<file path="src/rtl/seg_capture_decoder_if.sv">
// Capture-side and decoded-update signals of the seven-segment capture decoder.
// The slave modport is the decoder; the master modport is the display source plus consumer.
interface seg_capture_decoder_if;
  logic [7:0] HEX;
  logic [2:0] DIG;
  logic       STB;
  logic       OUT_VALID;
  logic       OUT_READY;
  logic [2:0] OUT_DIG;
  logic [3:0] NUM;
  logic       DEC;
  logic       SIGN;
  logic       OFF;
  logic       ERR;
  logic       OVF;
  logic       dbg_state;

  modport slave (
    input  HEX, DIG, STB, OUT_READY,
    output OUT_VALID, OUT_DIG, NUM, DEC, SIGN, OFF, ERR, OVF, dbg_state
  );

  modport master (
    output HEX, DIG, STB, OUT_READY,
    input  OUT_VALID, OUT_DIG, NUM, DEC, SIGN, OFF, ERR, OVF, dbg_state
  );
endinterface

</file>
<file path="src/rtl/seg_capture_decoder.sv">
// Filters strobed seven-segment samples for stability, decodes accepted patterns and
// reports per-digit changes through a valid/ready output register.
module seg_capture_decoder #(
  parameter int NUM_DIGITS    = 6,
  parameter int STABLE_CYCLES = 3
) (
  input  logic                 CLK,
  input  logic                 RST,
  seg_capture_decoder_if.slave bus
);

  // Handshake: an update is offered while OUT_VALID is high and transfers on a rising
  // edge where OUT_READY is also high; the offered fields never change until then.
  typedef enum logic {IDLE = 1'b0, HOLD = 1'b1} state_t;

  localparam logic [3:0] STABLE = 4'(STABLE_CYCLES);
  localparam logic [3:0] NDIG   = 4'(NUM_DIGITS);

  state_t      state_q, state_d;
  logic [10:0] cand_q, cand_d;
  logic [3:0]  cnt_q, cnt_d;
  logic [7:0]  shadow_q [NUM_DIGITS];
  logic [2:0]  out_dig_q;
  logic [3:0]  num_q;
  logic        dec_q, sign_q, off_q, err_q, ovf_q;

  logic        strobe_ok, accept, changed, load_en, ovf_set;
  logic [10:0] sample;
  logic [7:0]  cur_shadow;
  logic [6:0]  dec_fields;

  // Returns {num[3:0], sign, off, err} for the active-low segment field g..a.
  function automatic logic [6:0] decode7(input logic [6:0] seg);
    case (seg)
      7'b1000000: return {4'h0, 3'b000};
      7'b1111001: return {4'h1, 3'b000};
      7'b0100100: return {4'h2, 3'b000};
      7'b0110000: return {4'h3, 3'b000};
      7'b0011001: return {4'h4, 3'b000};
      7'b0010010: return {4'h5, 3'b000};
      7'b0000010: return {4'h6, 3'b000};
      7'b1111000: return {4'h7, 3'b000};
      7'b0000000: return {4'h8, 3'b000};
      7'b0010000: return {4'h9, 3'b000};
      7'b0001000: return {4'hA, 3'b000};
      7'b0000011: return {4'hB, 3'b000};
      7'b1000110: return {4'hC, 3'b000};
      7'b0100001: return {4'hD, 3'b000};
      7'b0000110: return {4'hE, 3'b000};
      7'b0001110: return {4'hF, 3'b000};
      7'b0111111: return {4'h0, 3'b100};
      7'b1111111: return {4'h0, 3'b010};
      default:    return {4'h0, 3'b001};
    endcase
  endfunction

  always_comb begin
    strobe_ok = bus.STB && ({1'b0, bus.DIG} < NDIG);
    sample    = {bus.DIG, bus.HEX};
    cand_d    = cand_q;
    cnt_d     = cnt_q;
    if (strobe_ok) begin
      if (sample == cand_q) begin
        if (cnt_q != STABLE) cnt_d = cnt_q + 4'd1;
      end else begin
        cand_d = sample;
        cnt_d  = 4'd1;
      end
    end
  end

  // A fresh candidate reaching the threshold also counts, which matters when STABLE_CYCLES is 1.
  assign accept = strobe_ok && (cnt_d == STABLE) && ((sample != cand_q) || (cnt_q != STABLE));

  always_comb begin
    cur_shadow = 8'hFF;
    for (int i = 0; i < NUM_DIGITS; i++) begin
      if (bus.DIG == 3'(i)) cur_shadow = shadow_q[i];
    end
  end

  assign changed    = accept && (bus.HEX != cur_shadow);
  assign dec_fields = decode7(bus.HEX[6:0]);

  always_ff @(posedge CLK) begin
    if (RST) state_q <= IDLE;
    else     state_q <= state_d;
  end

  always_comb begin
    state_d = state_q;
    case (state_q)
      IDLE:    if (changed) state_d = HOLD;
      HOLD:    if (bus.OUT_READY && !changed) state_d = IDLE;
      default: state_d = IDLE;
    endcase
  end

  always_comb begin
    load_en = 1'b0;
    ovf_set = 1'b0;
    case (state_q)
      IDLE: load_en = changed;
      HOLD: begin
        load_en = changed && bus.OUT_READY;
        ovf_set = changed && !bus.OUT_READY;
      end
      default: ;
    endcase
  end

  always_ff @(posedge CLK) begin
    if (RST) begin
      cand_q    <= {3'd0, 8'hFF};
      cnt_q     <= 4'd0;
      out_dig_q <= 3'd0;
      num_q     <= 4'd0;
      dec_q     <= 1'b0;
      sign_q    <= 1'b0;
      off_q     <= 1'b1;
      err_q     <= 1'b0;
      ovf_q     <= 1'b0;
      for (int i = 0; i < NUM_DIGITS; i++) shadow_q[i] <= 8'hFF;
    end else begin
      cand_q <= cand_d;
      cnt_q  <= cnt_d;
      if (load_en) begin
        out_dig_q <= bus.DIG;
        num_q     <= dec_fields[6:3];
        dec_q     <= ~bus.HEX[7];
        sign_q    <= dec_fields[2];
        off_q     <= dec_fields[1];
        err_q     <= dec_fields[0];
      end
      if (ovf_set) ovf_q <= 1'b1;
      for (int i = 0; i < NUM_DIGITS; i++) begin
        if (load_en && (bus.DIG == 3'(i))) shadow_q[i] <= bus.HEX;
      end
    end
  end

  assign bus.OUT_VALID = (state_q == HOLD);
  assign bus.OUT_DIG   = out_dig_q;
  assign bus.NUM       = num_q;
  assign bus.DEC       = dec_q;
  assign bus.SIGN      = sign_q;
  assign bus.OFF       = off_q;
  assign bus.ERR       = err_q;
  assign bus.OVF       = ovf_q;
  assign bus.dbg_state = state_q;

endmodule

</file>
<file path="src/flat_wrapper.sv">
// flat-port wrapper written by rule: the top's interface ports become plain ports
module seg_capture_decoder_flat 
#(
  parameter int NUM_DIGITS    = 6,
  parameter int STABLE_CYCLES = 3
)
  (CLK, RST, bus_HEX, bus_DIG, bus_STB, bus_OUT_READY, bus_OUT_VALID, bus_OUT_DIG, bus_NUM, bus_DEC, bus_SIGN, bus_OFF, bus_ERR, bus_OVF, bus_dbg_state);
  seg_capture_decoder_if bus_i ();
  input  logic CLK;
  input  logic RST;
  input wire logic [$bits(bus_i.HEX)-1:0] bus_HEX;
  input wire logic [$bits(bus_i.DIG)-1:0] bus_DIG;
  input wire logic [$bits(bus_i.STB)-1:0] bus_STB;
  input wire logic [$bits(bus_i.OUT_READY)-1:0] bus_OUT_READY;
  output wire logic [$bits(bus_i.OUT_VALID)-1:0] bus_OUT_VALID;
  output wire logic [$bits(bus_i.OUT_DIG)-1:0] bus_OUT_DIG;
  output wire logic [$bits(bus_i.NUM)-1:0] bus_NUM;
  output wire logic [$bits(bus_i.DEC)-1:0] bus_DEC;
  output wire logic [$bits(bus_i.SIGN)-1:0] bus_SIGN;
  output wire logic [$bits(bus_i.OFF)-1:0] bus_OFF;
  output wire logic [$bits(bus_i.ERR)-1:0] bus_ERR;
  output wire logic [$bits(bus_i.OVF)-1:0] bus_OVF;
  output wire logic [$bits(bus_i.dbg_state)-1:0] bus_dbg_state;
  assign bus_i.HEX = bus_HEX;
  assign bus_i.DIG = bus_DIG;
  assign bus_i.STB = bus_STB;
  assign bus_i.OUT_READY = bus_OUT_READY;
  assign bus_OUT_VALID = bus_i.OUT_VALID;
  assign bus_OUT_DIG = bus_i.OUT_DIG;
  assign bus_NUM = bus_i.NUM;
  assign bus_DEC = bus_i.DEC;
  assign bus_SIGN = bus_i.SIGN;
  assign bus_OFF = bus_i.OFF;
  assign bus_ERR = bus_i.ERR;
  assign bus_OVF = bus_i.OVF;
  assign bus_dbg_state = bus_i.dbg_state;
  seg_capture_decoder #(.NUM_DIGITS(NUM_DIGITS), .STABLE_CYCLES(STABLE_CYCLES)) u_core (.CLK(CLK), .RST(RST), .bus(bus_i));
endmodule
</file>
<file path="config.mk">
export PLATFORM = sky130hd
export DESIGN_NAME = seg_capture_decoder_flat
export DESIGN_NICKNAME = d
export VERILOG_FILES = /design/src/rtl/seg_capture_decoder_if.sv /design/src/rtl/seg_capture_decoder.sv /design/src/flat_wrapper.sv
export SDC_FILE = /design/constraint.sdc
export NUM_CORES = 1
export LEC_CHECK = 0
export ABC_AREA = 1
export CAP_MARGIN = 20
export CORE_ASPECT_RATIO = 1.75
export CORE_MARGIN = 2
export CORE_UTILIZATION = 55
export CTS_CLUSTER_DIAMETER = 80
export DETAILED_ROUTE_END_ITERATION = 16
export PLACE_DENSITY = 0.74
export SLEW_MARGIN = 20
export SYNTH_ARGS = -nofsm -noshare
export SYNTH_HDL_FRONTEND = slang
export SYNTH_SLANG_ARGS = --single-unit
export TNS_END_PERCENT = 30
</file>
<file path="constraint.sdc">
create_clock -name CLK -period 3.6 [get_ports CLK]
set_input_delay 0.72 -clock CLK [delete_from_list [all_inputs] [get_ports CLK]]
set_output_delay 0.72 -clock CLK [all_outputs]
set_load 0.02 [all_outputs]
</file>
# Yosys cells after proc, flatten, opt, wreduce, memory -nomap -nowiden
# Memories as Yosys holds them, arrays and structs flattened.
# Cells that the tools add are included.
# word_totals
memories,1
ff_bits,28
ram_bits,48
wordCells,109
# op_classes
bitwise,9
eq_ne,27
magnitude_cmp,1
add_sub_neg,1
n_mux,41
reduce_logical,19
# memory_table
memory,words,word_bits,read_ports,rd_ports_with_merged_regs,wr,line_no,rtl
u_core.shadow_q,6,8,6,0,6,seg_capture_decoder.sv:22,logic [7:0] shadow_q [NUM_DIGITS];
# ops
operator,n
7-bit case mux with 18 select lines,1
8-bit two-way mux,12
7-bit == test (second input constant),5
7-bit by 6-bit == test with 1-bit output (second input constant),4
1-bit two-way mux,23
7-bit by 5-bit == test with 1-bit output (second input constant),3
7-bit by 2-bit == test with 1-bit output (second input constant),2
7-bit by 4-bit == test with 1-bit output (second input constant),2
1-bit logical AND,13
4-bit two-way mux,3
11-bit == test,1
11-bit inequality test,1
8-bit inequality test,1
7-bit by 3-bit == test with 1-bit output (second input constant),1
7-bit zero test,1
3-bit by 2-bit == test with 1-bit output (second input constant),2
3-bit == test (second input constant),2
1-bit bitwise OR,6
4-bit by 1-bit adder with 4-bit output (second input constant),1
4-bit by 2-bit == test with 1-bit output (second input constant),1
4-bit by 2-bit inequality test with 1-bit output (second input constant),1
1-bit case mux with 2 select lines,2
3-bit by 1-bit == test with 1-bit output (second input constant),1
3-bit zero test,1
5 further kinds,8

# Depth between registers and ports, before layout
# Gate-level depths: netlist of run 1.
# depth
depth_word,16
mapped_depth,18
depth_no_buf,17

# Least setup slack after synthesis of run 1
# OpenSTA, ideal clock, no wires.
# synth_path
path_kind,in2reg
start,input port bus_HEX[5]
end,"memory u_core.shadow_q[4][0], in the netlist u_core.shadow_q[0][32] (enable)"
stages,12
t_arrival_ns,2.709
setup_slack_ns,0.507
path_buffers,1
cell_sequence,buf_2 xnor2_1 nand2_1 nor3_2 nand2_1 nand2_4 nand2_2 nor2_1 nand3_2 nor2_8 nand2_4 o21ai_0
# synth_lines
element,line_no,rtl
"start, declared",flat_wrapper.sv:11,input wire logic [$bits(bus_i.HEX)-1:0] bus_HEX;
"end, declared",seg_capture_decoder.sv:22,

==> impl_metrics.py, run 1 <==
metrics = {
    "clocking": {
        "clk_latency_ns": 0.34,
        "cts_sinks": 76,
        "cts_buffers": 9,
        "cts_root_buf": "clkbuf_16",
        "path_clk_slew_ns": 0.05,
        "clockBufferDepth": 2,
        "htreeDepth": 3,
        "cts_tree": "done",
    },
    "setup_path": {
        "crit_path_start_kind": "input port",
        "critPathCapture": "u_core.shadow_q[0][25]",
        "end_kind": "register",
        "worst_path_most_repeated_cell": "nand2_1",
        "critPathRequiredTime_ns": 3.64,
        "reg2reg_depth": 13,
        "crit_chain": "clkdlybuf4s50_1 > inv_2 > nor2_4 > nand2_1 > o21ai_0 > nand2_1 > nand3_1 > nand2_1 > nand2_1 > nor2_1 > nand4_1 > nand4_1 > o21ai_0 > buf_4",
        "critPathBufInv": 3,
        "r2r_end": "u_core.shadow_q[0][25]",
        "worstSetupPathType": "input port to register",
        "cp_data_arrival_time_ns": 3.47,
        "crit_cells": 14,
        "r2r_start": "u_core.cnt_q[0]",
        "cpPeakStageDelay_ns": 0.64,
        "cp_slowest_cell": "clkdlybuf4s50_1",
        "crit_family": "simple AND/OR/NAND/NOR gates",
        "rrSetupSlack_ns": 1.16,
        "crit_path_start": "bus_DIG[0]",
        "worstPathMaxFanout": 9,
    },
    "synth": {
        "async_flop_share": 0,
        "syn_inst": 521,
        "synth_nets": 537,
        "yosysWarnings": 0,
        "syn_area_per_cell_um2": 8.196,
        "syn-cell-area_um2": 4270,
        "synth_seq_cells": 76,
        "synth-edff-count": 48,
        "synth_seq_area_share": 0.4688,
        "synth-main-ff-cell": "edfxtp_1",
        "yosysUniqueCellTypes": 41,
    },
    "sta": {
        "fmax_ghz": 0.2921,
        "setup_viol": 0,
        "worstMarginPinSlew_ns": 0.6966,
        "final_hold_viol_count": 0,
        "finalCriticalPeriod_ns": 3.423,
        "skew_ns": 0.006921,
        "holdWs_ns": 0.4473,
        "rsz0062_at_grt": "no",
        "setup_slack_ns": 0.1770,
        "drv_slew": 0,
        "relSlewSlack": 0.5349,
        "finalCritPeriodShare": 0.9508,
    },
    "route": {
        "wl_mm": 12.04,
        "vias": 3931,
        "dr.pass1.iters": 5,
        "post_drt_wl_per_cell_um": 18.29,
        "ant_nets": 0,
        "remaining_drc_errors": 0,
        "drt-vias-per-instance": 5.974,
        "drt-initial-drc-count": 478,
    },
    "global_route": {
        "grt_pass1_vias": 3808,
        "grt_overflow": 0,
        "grt_max_degree": 41,
        "grtUsageTotal": 0.2958,
        "grt_pass1_wl_mm": 18.76,
        "antenna_found_initial": 0,
    },
    "floorplanning": {
        "die_h_um": 120.6,
        "initial_core_util": 0.5643,
        "num_io_pins": 29,
        "core-area_um2": 7567,
        "die_area_um2": 8513,
        "die_x_um": 70.61,
        "num_rows": 42,
    },
    "run": {
        "cap_violations": 0,
    },
    "layout": {
        "ff_latch_area_um2": 2002,
        "antenna_cells": 0,
        "layout-drive-gt1-share": 0.1333,
        "multi_input_area_um2": 1856,
        "fin_nets": 581,
        "area_growth_pct": 18.61,
        "fillers": 631,
        "final_core_util": 0.6693,
    },
    "pwr": {
        "pwr-share-comb": 0.120,
        "cellPowerDensity_nw_per_um2": 411.5,
        "swShare": 0.2450,
        "ir_worst_vdd_mv": 0.3492,
        "p_sw_mw": 0.5107,
        "p_int_mw": 1.573,
        "clkPwrFrac": 0.424,
        "seqPwrFrac": 0.456,
        "power.total_mw": 2.084,
        "leakage_nw": 1.979,
    },
    "place": {
        "hpwl_mm": 8.745,
        "gp_congestion": 1.042,
        "dp_slack_ns": -0.06453,
        "port_buffers": 28,
    },
    "min_path": {
        "holdPathStages": 2,
        "hold_class": "register to register",
    },
    "status": {
        "status": "finished, final reports clean",
    },
}
[tightest hold or removal path, cell delays in order (launching register included)]
cell     delay (ns)
dfxtp_1        0.31
inv_1          0.05
a21oi_1        0.05
[layout make-up]
cell class                      instances  area share
Clock buffer                           13     0.05558
Clock inverter                          3    0.003458
Inverter                               66     0.04990
Multi-Input combinational cell        352      0.3664
Sequential cell                        76      0.3953
Tap cell                               88     0.02174
Timing Repair Buffer                   60      0.1077
[placed cells by master (no fill, tap or decap), types with 10 or more instances in the layout]
cell	count
nand3_1	54
nand4_1	44
edfxtp_1	48
nand2_1	103
o21ai_0	12
a21oi_1	14
nor3_1	10
inv_1	54
nor2_1	50
or2_1	13
buf_4	30
dfxtp_1	28
clkdlybuf4s50_1	28
clkbuf_16	10
o211ai_1	11
[flip-flops by register name, indices dropped and copies added (netlist names)]
name / cells
u_core.bus.DEC: 1
u_core.shadow_q: 48
u_core.bus.SIGN: 1
u_core.cand_q: 11
u_core.cnt_q: 4
u_core.bus.OUT_DIG: 3
u_core.bus.NUM: 4
u_core.bus.OUT_VALID: 1
u_core.bus.OFF: 1
u_core.bus.OVF: 1
u_core.bus.ERR: 1
[how the worst min path moves through the flow]
stage                           from                     to
2_1_floorplan       u_core.cand_q[7]       u_core.cand_q[7]
3_3_place_gp       u_core.bus.NUM[3]      u_core.bus.NUM[3]
3_5_place_dp          u_core.bus.ERR         u_core.bus.ERR
4_1_cts               u_core.bus.ERR         u_core.bus.ERR
5_1_grt        u_core.bus.OUT_DIG[1]  u_core.bus.OUT_DIG[1]
6_report              u_core.bus.ERR         u_core.bus.ERR
[metrics by stage]
step | cells | setup TNS (ns) | area (um2)
finish | 658 | 0 | 5065
global route | 658 | 0 | 5065
CTS | 658 | 0 | 5065
detailed placement | 642 | -0.4433 | 4766
global placement | 642 | -0.4260 | 4766
floorplan | 521 | 0 | 4270
[cells by family after synthesis]
kind of cell | after synthesis | share of synthesized area
flops | 76 | 0.4688
xor+xnor | 9 | 0.02022
compound gates | 44 | 0.06182
mux | 1 | 0.002344
fa+ha+maj | 1 | 0.002930
simple gates | 297 | 0.3472
buf+inv | 93 | 0.09668
[cell usage after synthesis, types with 6 or more instances]
library cell | n | area (um2)
or2_1 | 13 | 81.33
dfxtp_1 | 28 | 560.5
xnor2_1 | 6 | 52.55
o211ai_1 | 11 | 82.58
inv_2 | 6 | 22.52
nor3_1 | 10 | 50.05
o21ai_0 | 13 | 65.06
nand2_1 | 103 | 386.6
a21oi_1 | 14 | 70.07
clkbuf_1 | 12 | 45.04
nand3_1 | 54 | 270.3
nor2_1 | 50 | 187.7
buf_4 | 6 | 45.04
nand4_1 | 44 | 275.3
nor2_4 | 6 | 67.56
inv_1 | 54 | 202.7
edfxtp_1 | 48 | 1441
[repair_timing]
item | in CTS | in global routing
gates resized for setup | 0 | 1
setup buffers | 0 | 0
hold buffers | 0 | 0
endpoints found under the setup margin | 0 | 5
[per-layer routing]
layer	wire, um	track usage
met4	948	0.2241
met2	6246	0.5248
met3	725	0.04917
met5	0	0
met1	4114	0.3035
[power groups by stage]
stage | sequential (mW) | combinational [mW] | clock, mW
after CTS | 0.951 | 0.245 | 0.888
after global routing | 0.953 | 0.267 | 0.926
final | 0.951 | 0.249 | 0.883
after floorplan | 0.973 | 0.144 | 0
after global placement | 0.969 | 0.239 | 0
after detailed placement | 0.969 | 0.243 | 0
Power figures use the tool's default switching activity.
==> run 2, diff against run 1 <==
--- a/config.mk
+++ b/config.mk
@@ -12,6 +12,7 @@
 export CORE_UTILIZATION = 55
 export CTS_CLUSTER_DIAMETER = 80
 export DETAILED_ROUTE_END_ITERATION = 16
+export GPL_TIMING_DRIVEN = 1
 export PLACE_DENSITY = 0.74
 export SLEW_MARGIN = 20
 export SYNTH_ARGS = -nofsm -noshare
==> results of run 2 <==
Final layout, timing and power as in run 1 (identical DEF).
==> run 3, diff against run 2 <==
--- a/config.mk
+++ b/config.mk
@@ -10,7 +10,7 @@
 export CORE_ASPECT_RATIO = 1.75
 export CORE_MARGIN = 2
 export CORE_UTILIZATION = 55
-export CTS_CLUSTER_DIAMETER = 80
+export CTS_CLUSTER_DIAMETER = 40
 export DETAILED_ROUTE_END_ITERATION = 16
 export GPL_TIMING_DRIVEN = 1
 export PLACE_DENSITY = 0.74
==> results of run 3 <==
Final layout, timing and power as in run 1 (identical DEF).
